[src/rtl/ir_move_transmitter_pkg.sv]
// Shared SIRC framing constants and state encoding for the IR move link.
// The rover-side receiver imports the same numbers so both ends agree on timing.
package ir_move_transmitter_pkg;

  localparam int IR_UNIT_CYCLES  = 16200;
  localparam int IR_CARRIER_HALF = 337;
  localparam int IR_FRAME_UNITS  = 75;
  localparam int IR_REPEATS      = 3;

  localparam int IR_HEADER_UNITS = 4;
  localparam int IR_GAP_UNITS    = 1;
  localparam int IR_ONE_UNITS    = 2;
  localparam int IR_ZERO_UNITS   = 1;
  localparam int IR_NUM_BITS     = 12;

  typedef enum logic [2:0] {
    ST_IDLE   = 3'd0,
    ST_HEADER = 3'd1,
    ST_GAP    = 3'd2,
    ST_BIT    = 3'd3,
    ST_PAD    = 3'd4,
    ST_DONE   = 3'd5
  } ir_state_t;

  // Unit down-counter load value for a data mark (terminal count is zero).
  function automatic logic [1:0] mark_units_last(input logic b);
    return b ? 2'(IR_ONE_UNITS - 1) : 2'(IR_ZERO_UNITS - 1);
  endfunction

endpackage

[src/rtl/ir_move_transmitter_carrier_gen.sv]
// ~40 kHz carrier: half-period down-counter that toggles on terminal count.
// A restart forces the phase high so every mark begins with a full high half.
module ir_carrier_gen #(
  parameter int HALF = 337
) (
  input  logic clock,
  input  logic reset,
  input  logic restart,
  output logic carrier
);

  localparam int CW = $clog2(HALF + 1);
  localparam logic [CW-1:0] HALF_LAST = CW'(HALF - 1);

  logic [CW-1:0] half_cnt;

  always_ff @(posedge clock or negedge reset) begin
    if (!reset) begin
      half_cnt <= '0;
      carrier  <= 1'b0;
    end else if (restart) begin
      half_cnt <= HALF_LAST;
      carrier  <= 1'b1;
    end else if (half_cnt == '0) begin
      half_cnt <= HALF_LAST;
      carrier  <= ~carrier;
    end else begin
      half_cnt <= half_cnt - 1'b1;
    end
  end

endmodule

[src/rtl/ir_move_transmitter.sv]
// Serialises a 12-bit move command into repeated SIRC-style IR frames.
//
//   state  | meaning
//   IDLE   | waiting for transmit, busy low
//   HEADER | 4-unit mark opening each frame
//   GAP    | 1-unit space before each data bit
//   BIT    | data mark, 1 unit for 0 / 2 units for 1, LSB first
//   PAD    | space until the frame reaches FRAME_UNITS
//   DONE   | one-cycle done pulse, then IDLE
module ir_move_transmitter
  import ir_move_transmitter_pkg::*;
#(
  parameter int UNIT_CYCLES  = IR_UNIT_CYCLES,
  parameter int CARRIER_HALF = IR_CARRIER_HALF,
  parameter int FRAME_UNITS  = IR_FRAME_UNITS,
  parameter int REPEATS      = IR_REPEATS
) (
  input  logic        clock,
  input  logic        reset,
  input  logic        transmit,
  input  logic [11:0] command,
  output logic        ir_out,
  output logic        ir_envelope,
  output logic        busy,
  output logic        done
);

  localparam logic [14:0] UNIT_LAST   = 15'(UNIT_CYCLES - 1);
  localparam logic [6:0]  FRAME_LAST  = 7'(FRAME_UNITS - 1);
  localparam logic [2:0]  REP_LAST    = 3'(REPEATS - 1);
  localparam logic [3:0]  BIT_LAST    = 4'(IR_NUM_BITS - 1);
  localparam logic [1:0]  HEADER_LAST = 2'(IR_HEADER_UNITS - 1);
  localparam logic [1:0]  GAP_LAST    = 2'(IR_GAP_UNITS - 1);

  ir_state_t   state;
  logic [14:0] cycle_cnt;
  logic [6:0]  frame_units;
  logic [3:0]  bit_idx;
  logic [2:0]  repeat_cnt;
  logic [1:0]  unit_cnt;
  logic [11:0] shreg;
  logic        carrier;

  logic start;
  logic unit_tick;
  logic unit_end;
  logic pad_end;
  logic more_frames;
  logic restart;

  always_comb begin
    start       = (state == ST_IDLE) && transmit;
    unit_tick   = (state inside {ST_HEADER, ST_GAP, ST_BIT, ST_PAD}) && (cycle_cnt == '0);
    unit_end    = unit_tick && (unit_cnt == '0);
    pad_end     = unit_tick && (state == ST_PAD) && (frame_units == FRAME_LAST);
    more_frames = (repeat_cnt != REP_LAST);
    // Carrier phase restarts on the edge that begins each mark.
    restart     = start || (unit_end && (state == ST_GAP)) || (pad_end && more_frames);
  end

  always_ff @(posedge clock or negedge reset) begin
    if (!reset) begin
      cycle_cnt <= '0;
    end else if (start) begin
      cycle_cnt <= UNIT_LAST;
    end else if (state inside {ST_HEADER, ST_GAP, ST_BIT, ST_PAD}) begin
      cycle_cnt <= (cycle_cnt == '0) ? UNIT_LAST : cycle_cnt - 1'b1;
    end else begin
      cycle_cnt <= '0;
    end
  end

  // Units elapsed since the current frame's header began.
  always_ff @(posedge clock or negedge reset) begin
    if (!reset) begin
      frame_units <= '0;
    end else if (start || pad_end) begin
      frame_units <= '0;
    end else if (unit_tick) begin
      frame_units <= frame_units + 1'b1;
    end
  end

  always_ff @(posedge clock or negedge reset) begin
    if (!reset) begin
      state       <= ST_IDLE;
      unit_cnt    <= '0;
      bit_idx     <= '0;
      repeat_cnt  <= '0;
      shreg       <= '0;
      ir_envelope <= 1'b0;
      busy        <= 1'b0;
      done        <= 1'b0;
    end else begin
      done <= 1'b0;
      case (state)
        ST_IDLE: begin
          if (transmit) begin
            shreg       <= command;
            repeat_cnt  <= '0;
            bit_idx     <= '0;
            unit_cnt    <= HEADER_LAST;
            state       <= ST_HEADER;
            busy        <= 1'b1;
            ir_envelope <= 1'b1;
          end
        end
        ST_HEADER: begin
          if (unit_end) begin
            state       <= ST_GAP;
            unit_cnt    <= GAP_LAST;
            ir_envelope <= 1'b0;
          end else if (unit_tick) begin
            unit_cnt <= unit_cnt - 1'b1;
          end
        end
        ST_GAP: begin
          if (unit_end) begin
            state       <= ST_BIT;
            unit_cnt    <= mark_units_last(shreg[0]);
            ir_envelope <= 1'b1;
          end else if (unit_tick) begin
            unit_cnt <= unit_cnt - 1'b1;
          end
        end
        ST_BIT: begin
          if (unit_end) begin
            // Rotating rather than shifting leaves the command intact after 12 bits.
            shreg       <= {shreg[0], shreg[11:1]};
            ir_envelope <= 1'b0;
            if (bit_idx == BIT_LAST) begin
              bit_idx <= '0;
              state   <= ST_PAD;
            end else begin
              bit_idx  <= bit_idx + 1'b1;
              unit_cnt <= GAP_LAST;
              state    <= ST_GAP;
            end
          end else if (unit_tick) begin
            unit_cnt <= unit_cnt - 1'b1;
          end
        end
        ST_PAD: begin
          if (pad_end) begin
            if (more_frames) begin
              repeat_cnt  <= repeat_cnt + 1'b1;
              unit_cnt    <= HEADER_LAST;
              state       <= ST_HEADER;
              ir_envelope <= 1'b1;
            end else begin
              state <= ST_DONE;
              busy  <= 1'b0;
              done  <= 1'b1;
            end
          end
        end
        ST_DONE: begin
          state <= ST_IDLE;
        end
        default: begin
          state <= ST_IDLE;
        end
      endcase
    end
  end

  ir_carrier_gen #(
    .HALF(CARRIER_HALF)
  ) u_carrier (
    .clock  (clock),
    .reset  (reset),
    .restart(restart),
    .carrier(carrier)
  );

  assign ir_out = ir_envelope & carrier;

endmodule
[config.mk]
export PLATFORM = sky130hd
export DESIGN_NAME = ir_move_transmitter
export DESIGN_NICKNAME = d
export VERILOG_FILES = /design/src/rtl/ir_move_transmitter_pkg.sv /design/src/rtl/ir_move_transmitter_carrier_gen.sv /design/src/rtl/ir_move_transmitter.sv
export SDC_FILE = /design/constraint.sdc
export NUM_CORES = 1
export LEC_CHECK = 0
export ABC_AREA = 0
export CORE_ASPECT_RATIO = 1.2
export CORE_MARGIN = 2
export CORE_UTILIZATION = 30
export DETAILED_ROUTE_END_ITERATION = 10
export PLACE_DENSITY = 0.52
export SLEW_MARGIN = 10
export SYNTH_ARGS = -nofsm -noshare
export SYNTH_HDL_FRONTEND = slang
export SYNTH_SLANG_ARGS = --single-unit
[constraint.sdc]
create_clock -name clock -period 3.3 [get_ports clock]
set_input_delay 0.66 -clock clock [delete_from_list [all_inputs] [get_ports clock]]
set_output_delay 0.66 -clock clock [all_outputs]
set_load 0.01 [all_outputs]
======== Word-level counts from Yosys, hierarchy flattened ========
Cells that the tools add are included.
word-level totals
  input bits .............................. 15
  register bits after elaboration ......... 59
  output and inout bits ................... 4
operators by class
  eq/ne operators ......................... 16
  add/sub/neg operators ................... 6
  reduce and logical (&&, ||, !) cells .... 28
  bitwise logic cells ..................... 2
  mux-type cells .......................... 50
operators with widths
  cell                                                                  number
  15-bit two-way mux                                                    3
  3-bit two-way mux                                                     10
  12-bit two-way mux                                                    2
  12-bit one-hot mux with 2 select lines                                1
  9-bit two-way mux                                                     2
  2-bit two-way mux                                                     8
  15-bit logical NOT                                                    1
  3-bit one-hot mux with 5 select lines                                 1
  15-bit by 1-bit subtractor with 15-bit output, second input constant  1
  7-bit two-way mux                                                     2
  2-bit inequality test, second input constant                          7
  1-bit two-way mux                                                     13
  4-bit two-way mux                                                     3
  2-bit one-hot mux with 5 select lines                                 1
  5-bit AND reduction                                                   2
  9-bit logical NOT                                                     1
  9-bit by 1-bit subtractor with 9-bit output, second input constant    1
  4-bit one-hot mux with 2 select lines                                 1
  4-bit AND reduction                                                   2
  2-bit nonzero test                                                    4
  4-bit nonzero test                                                    2
  7-bit by 1-bit adder with 7-bit output, second input constant         1
  7-bit == test, second input constant                                  1
  1-bit logical AND                                                     7
  other kinds (22)                                                      25

======== Logic depth before layout (Yosys ltp) ========
Gate-level depths: netlist (run 1).
  depth in word-level cells ............... 8
  depth in mapped cells ................... 8
  gate-level depth less buffers ........... 7

======== Hierarchy ========
A second synthesis (run 1) with hierarchy kept.
unflattened totals
  cell total of the unflattened synthesis .. 321
  area total of the unflattened synthesis .. 3083.0 µm²
by module, submodules not included
  module               area each (µm²)  instances  cells an instance
  ir_move_transmitter  2615.0           1          275
  ir_carrier_gen       467.9            1          46

======== Worst setup path before layout (run 1) ========
No wires, ideal clock.
  path type ............................... register to register
  start point ............................. reg cycle_cnt[0]
  end point ............................... reg ir_envelope
  period minus slack after synthesis ...... 1.900 ns
  library setup time ...................... 0.119 ns
  stages on the path, launching flop included .. 9
  data arrival time ....................... 1.781 ns
  slack ................................... 1.400 ns
  required time ........................... 3.181 ns
  cell sequence ........................... dfrtp_1 -> inv_1 -> ha_1 -> nor3b_1 -> and4_1 -> buf_2 -> a31o_2 -> a21oi_1 -> a21bo_2
on the way
  cells in the longest elaborated chain, start to end .. 6
  elaborated cells between the ends (all ways) .. 9
RTL lines
  item                                    line                        text
  start: declaration                      ir_move_transmitter.sv:36   logic [14:0] cycle_cnt;
  start signal: assignment                ir_move_transmitter.sv:67   cycle_cnt <= (cycle_cnt == '0) ? UNIT_LAST : cycle_cnt - 1'b1;
  15-bit logical NOT *                    ir_move_transmitter.sv:53   unit_tick = (state inside {ST_HEADER, ST_GAP, ST_BIT, ST_PAD}) && (cycle_cnt == '0);
  1-bit logical AND *                     ir_move_transmitter.sv:53
  1-bit logical AND (2 in series)         ir_move_transmitter.sv:55   pad_end = unit_tick && (state == ST_PAD) && (frame_units == FRAME_LAST);
  2-bit inequality test (no source line)  n/a
  6-bit AND reduction (no source line) *  n/a
  end signal: assignment                  ir_move_transmitter.sv:91   ir_envelope <= 1'b0;
  end signal: assignment                  ir_move_transmitter.sv:105  ir_envelope <= 1'b1;
  end signal: assignment                  ir_move_transmitter.sv:112  ir_envelope <= 1'b0;
  end: declaration                        ir_move_transmitter.sv:23   output logic ir_envelope,
Every way passes the cells marked *; elsewhere a longest branch is shown, timed or not.
A chain may end at the register's enable or synchronous reset.

======== Worst setup path after layout (run 1) ========
  start point ............................. reg cycle_cnt[0]
  end point ............................... reg bit_idx[3]
on the way
  cells in the longest elaborated chain, start to end .. 5
RTL lines
  item                                    line                        text
  15-bit logical NOT                      ir_move_transmitter.sv:53
  1-bit logical AND                       ir_move_transmitter.sv:53
  1-bit logical AND                       ir_move_transmitter.sv:54   unit_end = unit_tick && (unit_cnt == '0);
  2-bit inequality test (no source line)  n/a
  3-bit AND reduction (no source line)    n/a
  end signal: assignment                  ir_move_transmitter.sv:135  bit_idx <= bit_idx + 1'b1;
  end: declaration                        ir_move_transmitter.sv:38   logic [3:0] bit_idx;
No other way between the ends.

==> qor.csv, run 1 <==
stage,metric,value,unit
logic_synthesis,yosysSeqAreaShare,48.4,%
timing,clock.fmax,439,MHz
logic_synthesis,synth_area,3050,um^2
placement,dp_slack,0.986,ns
worst_setup_path,cp_max_fo,11,
finish,antenna_cells,0,
worst_setup_path,critPathArrivalTime,2.46,ns
job,cap_violations,0,
worst_setup_path,reg2reg_to,bit_idx[3],
global_route,grt_pass1_vias,2341,
global_route,gr-usage-met3,2.44,%
power_and_ir_drop,pwr-share-comb,1.9,%
min_path,min_path_type,in2async,
floorplanning,die_h,114,um
clocking,clockBufferDepth,2,
logic_synthesis,yosys_warnings,0,
power_and_ir_drop,power_frac_clock,56.2,%
logic_synthesis,async_flop_share,100,%
clocking,cts_resized,0,
floorplanning,start_util,30.6,%
clocking,cts_buffers,9,
timing,setup_viol,0,
finish,area_growth,20.6,%
finish,fin_nets,374,
timing,finalHoldViolCount,0,
logic_synthesis,ys_seq_elements,59,
logic_synthesis,synth_area_per_cell,9.33,um^2
finish,final_common_cell,dfrtp_1,
worst_setup_path,rr_startpoint,cycle_cnt[0],
floorplanning,die_area,11000,um^2
logic_synthesis,synth_fp_nets,351,
global_route,grt_overflow,0,
global_route,grt_max_degree,29,
clocking,cts_tree,built,
placement,hpwlAfterDp,4.33,mm
clocking,cts_root_buffer,clkbuf_16,
global_route,grt_pass1_wl,11.1,mm
detailed_routing,routedWlPerCell,13.0,um
timing,fin_skew,0.00651,ns
power_and_ir_drop,internal-power,1.39,mW
detailed_routing,drc_errors,0,
clocking,clk_latency,0.32,ns
worst_setup_path,crit_path_end_kind,flip-flop,
timing,fin_setup_tns,0,ns
outcome,status,"complete, no violations",
global_route,busiest_layer,met2,
global_route,antenna_found_initial,0,
detailed_routing,antenna_left,0,
logic_synthesis,synth_ff_type,dfrtp_1,
power_and_ir_drop,p_seq_share,42.0,%
floorplanning,die_w,96.1,um
worst_setup_path,start_kind,flip-flop,
timing,slew_headroom,45.6,%
detailed_routing,wirelength,6.25,mm
power_and_ir_drop,power_density,469,nW/um^2
clocking,clkTransAtPathRegs,0.05,ns
logic_synthesis,synth_cell_type_count,49,
timing,fin_crit,2.28,ns
global_route,grt_usage,12.8,%
placement,numPortBuffers,18,
detailed_routing,dr_total_vias,2333,
placement,routabilityCongestion,0.727,
floorplanning,io_pins,19,
clocking,h-tree-depth,3,
worst_setup_path,cp-startpoint,cycle_cnt[0],
clocking,cts_hold_buffers,0,
detailed_routing,dr.pass1.iters,4,
power_and_ir_drop,vdd_ir_drop_max,200,uV
timing,worstMarginPinSlew,0.810,ns
finish,drive_gt1_share,9.58,%
floorplanning,rows,40,
clocking,clock-sinks,59,
global_route,grt_use_met1,16.9,%
global_route,grt_use_met2,20.3,%
logic_synthesis,synth_edf_count,0,
worst_setup_path,rrSetupSlack,1.02,ns
worst_setup_path,cp.required,3.48,ns
timing,rsz0062_at_grt,false,
timing,post-route-period-util,69.0,%
worst_setup_path,crit_type,reg2reg,
detailed_routing,viasPerCell,4.85,
timing,finalWorstSetupSlack,1.02,ns
timing,drv_slew,0,
finish,mostFrequentLayoutCells,"dfrtp_1, nor2_1, nand2_1",
floorplanning,coreArea,9960,um^2
power_and_ir_drop,p_leak,1.51,nW
power_and_ir_drop,power.switching,332,uW
detailed_routing,drtIter0Drc,96,
worst_setup_path,r2r_cells,7,
worst_setup_path,crit_end,bit_idx[3],
power_and_ir_drop,sw_frac_of_total,19.2,%
logic_synthesis,netlist_instances,327,
clocking,postCtsSetupBuffers,0,
## layout make-up
cell class              count  area [um^2]
clock inverters             6         80.1
inverters                  12         45.0
fillers                   993         6280
clock buffers              10          229
flip-flops and latches     59         1480
multi-input cells         245         1480
well taps                 126          158
repair buffers             23          213
## cell usage after synthesis (all sizes together), types with 2 or more instances
cell	instances	area [um^2]
o31ai	3	22.5
nand3	9	45.0
nor4	10	83.8
xnor2	15	131
a211o	2	17.5
xor2	8	70.1
clkbuf	4	15.0
and2	4	25.0
ha	9	113
or3	3	20.0
nand4	5	31.3
buf	7	35.0
o21ai	11	62.6
nand2	45	171
inv	12	45.0
a31oi	12	75.1
mux2i	4	40.0
dfrtp	59	1480
nor3	14	81.3
or4	2	22.5
a211oi	2	15.0
a21oi	18	93.8
nor2	44	165
nand2b	3	18.8
o22ai	2	12.5
nand3b	5	37.5
## sequential cells by signal (all words and copies together) (netlist names)
register / cells
busy: 1
shreg: 12
done: 1
u_carrier.half_cnt: 9
repeat_cnt: 3
state: 3
ir_envelope: 1
cycle_cnt: 15
bit_idx: 4
unit_cnt: 2
u_carrier.carrier: 1
frame_units: 7
## metal layers
layer,share of wire [%],wire [um]
met1,48,3010
met2,48,2970
met3,2.9,184
met4,1.5,91
met5,0,0
## critical path, cell delays in order (launching register included)
cell and delay [ns]:
dfrtp_1 0.40, inv_1 0.09, ha_1 0.16, nor4b_1 0.25
nand4_1 0.48, o21a_1 0.41, o21ai_0 0.23, o41ai_1 0.11
## stage by stage
| stage | util, % | hold WS [ns] | cell area, um^2 | std cells | total power [mW] |
|---|---|---|---|---|---|
| floorplan | - | 0.364 | 3050 | 327 | 0.737 |
| global placement | 33.8 | 0.446 | 3370 | 465 | 0.770 |
| detailed placement | 33.8 | 0.454 | 3370 | 465 | 0.771 |
| CTS | 36.9 | 0.390 | 3680 | 481 | 1.76 |
| global route | 36.9 | 0.419 | 3680 | 481 | 1.79 |
| finish | 36.9 | 0.365 | 3680 | 481 | 1.73 |
## power groups by stage
stage               clock (mW)  combinational (mW)  sequential (mW)
floorplan                    0            0.000185            0.737
global placement             0              0.0336            0.737
detailed placement           0              0.0342            0.737
CTS                      0.999              0.0344            0.724
global route              1.03              0.0370            0.724
finish                   0.969              0.0326            0.724
## how the worst min path moves through the flow
stage | startpoint | to | slack (ns) | depth (start not counted)
5_1_grt | reset | frame_units[6] | 0.42 | 1
2_1_floorplan | reset | bit_idx[0] | 0.36 | 0
4_1_cts | reset | repeat_cnt[0] | 0.39 | 1
3_5_place_dp | u_carrier.half_cnt[0] | u_carrier.half_cnt[0] | 0.45 | 1
3_3_place_gp | u_carrier.half_cnt[0] | u_carrier.half_cnt[0] | 0.45 | 1
6_report | reset | frame_units[6] | 0.36 | 1
## cells by family after synthesis
logic type | Yosys count | synth area share (%)
AO/OA/AOI/OAI | 56 | 11.5
XOR/XNOR | 23 | 6.60
adder cells (fa/ha/maj) | 9 | 3.69
buffers and inverters | 23 | 3.12
flip-flops | 59 | 48.4
multiplexers | 4 | 1.31
AND/OR/NAND/NOR | 153 | 25.4
Note: power is estimated with default switching activity, not from simulation.
==> run 2: changes to the inputs <==
- clock period: 3.3 -> 2.1 ns (I/O delays scaled with it)
==> run 2 against run 1 <==
  * Critical path depth increased by 2
  * Power increased by 47%
  * Non-clock buffer count increased by 16
  * Setup slack got worse by 0.95 ns
  * Cell area increased by 3.3%
  * Sequential share of layout area decreased by 1.3 points
  * Core utilization increased by 1.2 points
  * Routed wire length increased by 0.30%
==> qor.csv, run 2 (synthesis results as in run 1) <==
stage,metric,value,unit
power_and_ir_drop,sw_frac_of_total,20.0,%
global_route,grt_pass1_vias,2413,
placement,hpwlAfterDp,4.32,mm
worst_setup_path,crit_type,reg2reg,
power_and_ir_drop,p_seq_share,45.0,%
timing,drv_slew,0,
worst_setup_path,start_kind,flip-flop,
detailed_routing,wirelength,6.27,mm
global_route,grt_overflow,0,
power_and_ir_drop,power_frac_clock,52.9,%
timing,finalWorstSetupSlack,0.0689,ns
detailed_routing,viasPerCell,4.82,
worst_setup_path,crit_path_end_kind,flip-flop,
floorplanning,rows,40,
clocking,clk_latency,0.33,ns
clocking,h-tree-depth,3,
worst_setup_path,cp.required,2.31,ns
job,cap_violations,0,
power_and_ir_drop,power.switching,507,uW
worst_setup_path,rrSetupSlack,0.07,ns
worst_setup_path,slowest_delay,0.40,ns
finish,final_common_cell,dfrtp_1,
finish,mostFrequentLayoutCells,"dfrtp_1, nand2_1, nor2_1",
placement,dp_slack,-0.0460,ns
timing,fin_skew,0.00602,ns
detailed_routing,routedWlPerCell,12.6,um
timing,post-route-period-util,96.7,%
timing,slew_headroom,62.3,%
finish,reg_top3,"cycle_cnt x15, shreg x12, u_carrier.half_cnt x9",
timing,worstMarginPinSlew,0.561,ns
min_path,min_path_type,in2async,
power_and_ir_drop,pwr-share-comb,2.1,%
finish,antenna_cells,0,
power_and_ir_drop,vdd_ir_drop_max,370,uV
worst_setup_path,cp_max_fo,5,
clocking,clock-sinks,59,
detailed_routing,drc_errors,0,
detailed_routing,drtIter0Drc,124,
finish,regMostFlops,cycle_cnt,
worst_setup_path,cpMostUsedCell,buf_4,
timing,setup_viol,0,
clocking,cts_root_buffer,clkbuf_16,
power_and_ir_drop,internal-power,2.02,mW
worst_setup_path,slowest_stage,dfrtp_1,
floorplanning,start_util,30.6,%
global_route,grt_pass1_wl,11.2,mm
detailed_routing,dr_total_vias,2397,
detailed_routing,antenna_left,0,
clocking,cts_hold_buffers,0,
floorplanning,die_area,11000,um^2
timing,finalHoldViolCount,0,
power_and_ir_drop,p_total,2.53,mW
finish,fin_nets,390,
clocking,clockBufferDepth,2,
finish,area_growth,24.7,%
clocking,cts_buffers,9,
worst_setup_path,critPathArrivalTime,2.24,ns
power_and_ir_drop,p_leak,1.58,nW
global_route,grt_usage,13.0,%
clocking,clkTransAtPathRegs,0.05,ns
worst_setup_path,cp_top_family,simple AND/OR/NAND/NOR gates,
global_route,antenna_found_initial,0,
worst_setup_path,crit_buf_inv,3,
power_and_ir_drop,power_density,666,nW/um^2
global_route,grt_max_degree,60,
detailed_routing,dr.pass1.iters,4,
placement,numPortBuffers,18,
timing,clock.fmax,492,MHz
finish,largest_register_ffs,15,
floorplanning,die_w,96.1,um
worst_setup_path,crit_chain,inv_1 -> ha_1 -> nor3b_1 -> nand4_1 -> buf_4 -> nor3_4 -> buf_4 -> mux2i_1 -> o21bai_1,
floorplanning,io_pins,19,
timing,fin_crit,2.03,ns
floorplanning,coreArea,9960,um^2
clocking,cts_tree,built,
outcome,status,"complete, no violations",
placement,routabilityCongestion,0.798,
floorplanning,die_h,114,um
finish,drive_gt1_share,13.7,%
run 2: layout make-up:
type	count	area, um^2
clock buffer	14	264
fill	981	6160
timing repair buffer	39	358
tap	126	158
sequential	59	1480
inverter	12	45.0
multi-input combinational	245	1490
clock inverter	2	10.0
run 2: final timing paths:
check,start,endpoint,depth (start not counted)
setup / recovery,cycle_cnt[0],state[0],9
min in group clock,u_carrier.half_cnt[0],u_carrier.half_cnt[0],1
setup reg to reg,cycle_cnt[0],state[0],9
hold / removal,reset,frame_units[4],2
hold reg to reg,u_carrier.half_cnt[0],u_carrier.half_cnt[0],1
max in group asynchronous,reset,bit_idx[2],2
run 2: power groups by stage:
stage	Sequential (mW)	Clock (mW)	Combinational, mW
2_1_floorplan	1.16	0	0.000290
3_3_place_gp	1.16	0	0.0563
3_5_place_dp	1.16	0	0.0562
4_1_cts	1.14	1.39	0.0564
5_1_grt	1.14	1.44	0.0606
6_report	1.14	1.34	0.0530
run 2: per-stage QoR:
| stage | area [um^2] | hold slack, ns | TNS [ns] | std cells | utilization, % |
|---|---|---|---|---|---|
| floorplan | 3050 | 0.124 | 0 | 327 | - |
| finish | 3800 | 0.0903 | 0 | 497 | 38.2 |
| CTS | 3770 | 0.103 | 0 | 494 | 37.9 |
| detailed placement | 3490 | 0.451 | -0.0964 | 478 | 35.1 |
| global route | 3800 | 0.118 | -0.163 | 497 | 38.2 |
| global placement | 3490 | 0.449 | 0 | 478 | 35.1 |
run 2: repair_timing:
| action | CTS | global route |
|---|---|---|
| gates cloned | 0 | 0 |
| buffers inserted | 0 | 3 |
| gates resized for setup | 1 | 2 |
| pin swaps | 0 | 2 |
| setup endpoints to repair | 5 | 16 |
run 2: layer usage:
metal | up-vias | GRT usage [%] | part of all wire [%]
met4 | 0 | 5.43 | 1.8
met1 | 1139 | 17.5 | 49
met3 | 9 | 3.75 | 3.5
met2 | 28 | 19.5 | 46
met5 | - | 0 | 0
li1 | 1221 | - | -
